$ cat src/rtl/e3_arb2.sv
// rtl/e3_arb2.sv - two-requester round-robin arbiter with hold limit and timeout pulse
module e3_arb2 #(
    parameter int CW       = 4,
    parameter int HOLD_MAX = 8
) (
    input  logic       clk,
    input  logic       rst,
    input  logic       en,
    input  logic [1:0] req,
    input  logic       done,
    output logic [1:0] gnt,
    output logic       busy,
    output logic       to_pulse,
    output logic       last
);

    typedef enum logic [1:0] {
        IDLE = 2'd0,
        G0   = 2'd1,
        G1   = 2'd2
    } state_t;

    // Counter value on the final cycle a grant may be held.
    localparam logic [CW-1:0] CNT_LAST = CW'(HOLD_MAX - 1);

    state_t        state;
    logic [CW-1:0] cnt;

    state_t        nxt_state;
    logic [CW-1:0] nxt_cnt;
    logic          nxt_pulse;
    logic          nxt_last;

    logic          own_req;
    logic          oth_req;
    logic          timeout;
    logic          release_now;
    logic          pick;

    // Decide the next owner, hold count and timeout pulse from the current grant and inputs.
    always_comb begin
        nxt_state   = state;
        nxt_cnt     = cnt;
        nxt_pulse   = 1'b0;
        nxt_last    = last;
        own_req     = (state == G1) ? req[1] : req[0];
        oth_req     = (state == G1) ? req[0] : req[1];
        timeout     = (cnt == CNT_LAST);
        release_now = !en || !own_req || done || timeout;
        // On a tie the requester that was not served most recently wins.
        pick        = (req == 2'b11) ? ~last : req[1];

        case (state)
            IDLE: begin
                if (en && (req != 2'b00)) begin
                    nxt_state = pick ? G1 : G0;
                    nxt_last  = pick;
                    nxt_cnt   = '0;
                end
            end
            G0, G1: begin
                if (release_now) begin
                    // Only a pure timeout (no earlier release reason) raises the pulse.
                    nxt_pulse = en && own_req && !done && timeout;
                    nxt_cnt   = '0;
                    if (en && oth_req) begin
                        nxt_state = (state == G1) ? G0 : G1;
                        nxt_last  = (state == G0);
                    end else begin
                        nxt_state = IDLE;
                    end
                end else begin
                    nxt_cnt = cnt + 1'b1;
                end
            end
            default: begin
                nxt_state = IDLE;
                nxt_cnt   = '0;
            end
        endcase
    end

    // State register with grant outputs decoded from the next state so they are registered.
    always_ff @(posedge clk) begin
        if (rst) begin
            state    <= IDLE;
            cnt      <= '0;
            gnt      <= 2'b00;
            busy     <= 1'b0;
            to_pulse <= 1'b0;
            last     <= 1'b1;
        end else begin
            state    <= nxt_state;
            cnt      <= nxt_cnt;
            gnt      <= {nxt_state == G1, nxt_state == G0};
            busy     <= (nxt_state != IDLE);
            to_pulse <= nxt_pulse;
            last     <= nxt_last;
        end
    end

endmodule

$ cat config.mk
export PLATFORM = sky130hd
export DESIGN_NAME = e3_arb2
export DESIGN_NICKNAME = d
export VERILOG_FILES = /design/src/rtl/e3_arb2.sv
export SDC_FILE = /design/constraint.sdc
export NUM_CORES = 1
export LEC_CHECK = 0
export BUFFER_PORTS_ARGS = -buffer_cell sky130_fd_sc_hd__buf_2
export CAP_MARGIN = 20
export CORE_AREA = 2 2 41 43
export CTS_CLUSTER_DIAMETER = 80
export DETAILED_ROUTE_END_ITERATION = 10
export DIE_AREA = 0 0 43 45
export PLACE_DENSITY_LB_ADDON = 0.25
export SLEW_MARGIN = 20
export SYNTH_ARGS = -nofsm -noshare
export SYNTH_HDL_FRONTEND = slang
export SYNTH_SLANG_ARGS = --single-unit
$ cat constraint.sdc
create_clock -name clk -period 1.5 [get_ports clk]
set_input_delay 0.075 -clock clk [delete_from_list [all_inputs] [get_ports clk]]
set_output_delay 0.075 -clock clk [all_outputs]
set_load 0.05 [all_outputs]
### Word-level counts from Yosys, hierarchy flattened

Index checks and enable logic that the tools add are counted.
Widths: inputs -> output; s select.

| storage, ports and cells | value |
|---|---|
| flip-flop bits (word level) | 11 |
| latch bits | 0 |
| bits in writable memories | 0 |
| bits in read-only memories | 0 |
| output and inout port bits | 5 |
| memories | 0 |

| operators by class | value |
|---|---|
| add/sub/neg operators | 1 |
| multipliers | 0 |
| div/mod/pow operators | 0 |
| order comparisons | 0 |
| eq/ne operators | 9 |
| shift operators | 0 |
| mux-type cells | 16 |
| bitwise logic cells | 3 |
| reduce and logical (&&, ||, !) cells | 18 |

Operators with widths:

| kind | count |
|---|---|
| $mux 2 | 5 |
| $mux 4 | 2 |
| $pmux 4 s2 | 1 |
| $eq 2x2->1 const B | 3 |
| $mux 1 | 6 |
| $ne 2x2->1 const B | 3 |
| $reduce_bool 2->1 | 3 |
| $logic_and 1x1->1 | 5 |
| $add 4x1->4 const B | 1 |
| $eq 2x1->1 const B | 2 |
| $eq 4x3->1 const B | 1 |
| $pmux 2 s2 | 1 |
| $reduce_and 4->1 | 1 |
| $logic_not 1->1 | 3 |
| $logic_or 1x1->1 | 3 |
| $not 1->1 | 3 |
| $reduce_or 3->1 | 1 |
| $logic_not 2->1 | 1 |
| $pmux 1 s2 | 1 |
| $reduce_or 2->1 | 1 |

### Depth between registers and ports, before layout

| logic depth | value |
|---|---|
| depth after elaboration | 9 |
| depth in mapped cells | 7 |
| gate-level depth less buffers | 6 |

### Worst setup path after synthesis

OpenSTA, ideal clock, no wires.

| timing path | value |
|---|---|
| kind | register -> register |
| start | register last |
| end | register gnt[0] |
| data arrival time | 1.568 ns |
| data required time | 1.413 ns |
| slack | -0.155 ns |
| stages on the path, launching flop included | 5 |
| buffers on the path | 0 |
| period minus slack after synthesis | 1.655 ns |
| cell sequence | dfxtp_1 nand2_1 a32o_1 a211oi_2 nor4b_2 |

| on the way | value |
|---|---|
| word-level cells in the longest chain between the ends | 6 |

RTL lines:

| what | RTL line | RTL |
|---|---|---|
| start: declaration | 14 | `output logic last` |
| start signal: assignment | 98 | `last <= nxt_last;` |
| $not 1->1 | 51 | `pick = (req == 2'b11) ? ~last : req[1];` |
| $mux 1 | 51 |  |
| $mux 2 | 56 | `nxt_state = pick ? G1 : G0;` |
| $mux 2 | 55 | `if (en && (req != 2'b00)) begin` |
| $pmux 2 s2 | 53 | `case (state)` |
| $eq 2x1->1 | 95 | `gnt <= {nxt_state == G1, nxt_state == G0};` |
| end signal: assignment | 95 |  |
| end: declaration | 11 | `output logic [1:0] gnt,` |

No other way between the ends.
A chain may end at the register's enable or synchronous reset.

### Worst setup path after layout

| timing path | value |
|---|---|
| start | register state[0] |
| end | register gnt[1] |

| on the way | value |
|---|---|
| word-level cells in the longest chain between the ends | 9 |
| elaborated cells between the ends (all ways) | 17 |

RTL lines:

| what | RTL line | RTL |
|---|---|---|
| start: declaration | 26 | `state_t state;` |
| start signal: assignment | 93 | `state <= nxt_state;` |
| $eq 2x2->1 | - |  |
| $mux 1 | 46 | `own_req = (state == G1) ? req[1] : req[0];` |
| $logic_not 1->1 | 49 | `release_now = !en \|\| !own_req \|\| done \|\| timeout;` |
| $logic_or 1x1->1 (3 in series) | 49 |  |
| $mux 2 | 62 | `if (release_now) begin` |
| $pmux 2 s2 (*) | 53 |  |
| $eq 2x2->1 (*) | 95 |  |

Mark *: on every way between the ends. The rest lies on a longest branch, timed or not.

==> results.cfg <==
[detailed_routing]
dr.first_iter.drc_count = 6
dr.pass1.iters = 4
detail-route-antenna-nets = 0
dr_total_vias = 643
drcViolationCount = 0
vias_per_cell = 5.74
finalWirelength_mm = 1.75
wire_per_inst_um = 15.6

[setup_path]
arrival_ns = 1.79
crit_chain = inv_2 -> ha_4 -> buf_4 -> nand4_1 -> a31oi_4 -> a211oi_4 -> nor4b_2
crit_family = simple AND/OR/NAND/NOR gates
cpPeakStageDelay_ns = 0.34
cp_max_fo = 5
cp-end-kind = flop
cp_slowest_cell = dfxtp_2
required_ns = 1.70
crit_path_start_kind = flop
worst-path-buf-inv = 2
path_class = reg -> reg

[synth]
syn_nets = 86
ys_ff_latch = 11
yosysTopAreaCell = dfxtp_1
synth_top_area_share = 0.327
synth_edf_count = 0
ys_top_cells_by_area = dfxtp_1, ha_1, nand2_1, nor4b_2, xnor2_1
yosysWarnings = 0
synthFlopType = dfxtp_1
syn_area_per_cell_um2 = 8.98
syn_area_um2 = 673
syn_inst = 75
yosysSeqAreaShare = 0.327
async_flop_share = 0
synth_cell_types = 36

[clock_tree]
clk_pin_slew_worst_paths_ns = 0.08
cts_hold_buf = 0
insertion_delay_ns = 0.29
clockBufferDepth = 2
cts.sinks = 11
cts_buffers = 3
cts_root_buf = clkbuf_4
htreeDepth = 1
cts_tree = built

[timing]
final-setup-viol-count = 10
rsz0062_at_grt = true
skew_ns = 0.00322
setup_slack_ns = -0.0888
tightest_slew_ns = 0.324
slew_headroom = 0.782
clock.fmax_ghz = 0.629
fin_crit_sh = 1.06
drv_slew = 0
fin_crit_ns = 1.59
hold_viol = 0

[floorplan]
fp.dieArea_mm2 = 0.00194
row_count = 14
die_x_um = 43
core_area_mm2 = 0.00147
die_h_um = 45
io_pins = 11
start_util = 0.457

[power]
powerDensity_mw_per_mm2 = 969
seq_power_share = 0.358
p_int_uw = 590
power_switching_uw = 367
power_frac_clock = 0.234
p_total_uw = 957
switching_share = 0.383
peakVddDrop_mv = 0.636
power.leakage_nw = 0.365
p_comb_frac = 0.408

[cells_and_area]
drive_gt1_frac = 0.490
fin_cells = 112
layout.nets = 108
fill_cells = 117
antenna_cells = 0
area_growth_pct = 46.7

[global_routing]
grt_max_degree = 10
antenna_found_initial = 0
grt_pass1_wl_mm = 2.81
grt_overflow_total = 0
globalRouteTotalUtil = 0.199
grt_pass1_vias = 623

[flow_run]
cap_viol_max_count = 0

[placed_design]
dp_cells = 105
gp_congestion = 0.834
dpl.hpwl_mm = 1.15
portBuffers = 10

[outcome]
outcome = finished with violations
violations = negative setup slack

[hold_path]
holdCritPathClass = in -> reg
per-layer routing:
metal	share of wire	global-route usage	vias to the layer above
li1	-	-	317
met1	0.46	0.236	301
met2	0.47	0.352	18
met3	0.033	0.0240	7
met4	0.033	0.109	0
met5	0	0	-
cell usage after synthesis (2+ instances only):
| cell type | number |
|---|---|
| a31oi_1 | 2 |
| nor2b_1 | 2 |
| nor4b_2 | 2 |
| mux2i_1 | 2 |
| nor3_1 | 3 |
| dfxtp_1 | 11 |
| a21oi_1 | 2 |
| nand4_1 | 2 |
| inv_1 | 3 |
| a211oi_2 | 2 |
| nand2_1 | 8 |
| nor4_1 | 2 |
| ha_1 | 5 |
| xnor2_1 | 3 |
| nand3_1 | 3 |
| nor2_1 | 3 |
layout make-up:
class                           count  area (um^2)  area share
Inverter                            3         11.3      0.0114
Sequential cell                    11          228       0.231
Tap cell                           16         20.0      0.0203
Timing Repair Buffer               21          136       0.138
Clock buffer                        3         22.5      0.0228
Multi-Input combinational cell     57          564       0.572
Clock inverter                      1         5.00     0.00507
power groups by stage:
stage	combinational, mW	sequential (mW)	clock (mW)
2_1_floorplan	0.180	0.405	0
3_3_place_gp	0.319	0.346	0
3_5_place_dp	0.321	0.346	0
4_1_cts	0.340	0.339	0.226
5_1_grt	0.417	0.346	0.230
6_report	0.391	0.342	0.224
path summary, 6_finish.rpt:
kind	slack, ns	cells after the start	startpoint	endpoint
setup / recovery	-0.09	7	state[0]$_SDFF_PP0_	gnt[1]$_SDFF_PP0_
hold reg to reg	0.57	2	cnt[3]$_SDFFE_PP0N_	cnt[3]$_SDFFE_PP0N_
setup reg to reg	-0.09	7	state[0]$_SDFF_PP0_	gnt[1]$_SDFF_PP0_
hold / removal	0.09	2	rst	busy$_SDFF_PP0_
placed cells by master (no fill, tap or decap), types with 3 or more instances in the layout:
master    Yosys  layout
ha_4          0       3
clkbuf_4      0       3
nand2_1       8       8
nand3_1       3       3
xnor2_1       3       3
buf_4         0      10
dfxtp_1      11       7
dfxtp_2       0       3
nor2_1        3       3
buf_2         1      10
metrics by stage:
stage          utilization  worst slack (ns)  setup TNS (ns)  hold slack, ns  area [um^2]
2_1_floorplan            -           0.00768               0           0.383          713
3_3_place_gp         0.556           -0.0890          -0.194           0.386          818
3_5_place_dp         0.556           -0.0894          -0.271           0.397          818
4_1_cts              0.604           -0.0516          -0.123          0.0878          888
5_1_grt              0.671            -0.152          -0.970           0.107          987
6_report             0.671           -0.0888          -0.388          0.0938          987
state kept, by name (all words and copies together) (netlist names):
name and flops:
last 1, state 2, cnt 4, to_pulse 1, busy 1, gnt 2
logic make-up after synthesis:
logic type / count (synthesis) / share of synthesized area
compound gates: 16 / 0.188
mux: 3 / 0.0465
xor+xnor: 3 / 0.0390
flops: 11 / 0.327
fa+ha+maj: 5 / 0.0929
simple gates: 30 / 0.264
buf+inv: 7 / 0.0427
what timing repair did:
item | 4_1_cts | 5_1_grt
setup buffers | 2 | 1
endpoints found under the setup margin | 5 | 10
pin swaps | 4 | 8
resized for setup | 5 | 16
Power figures use the tool's default switching activity.
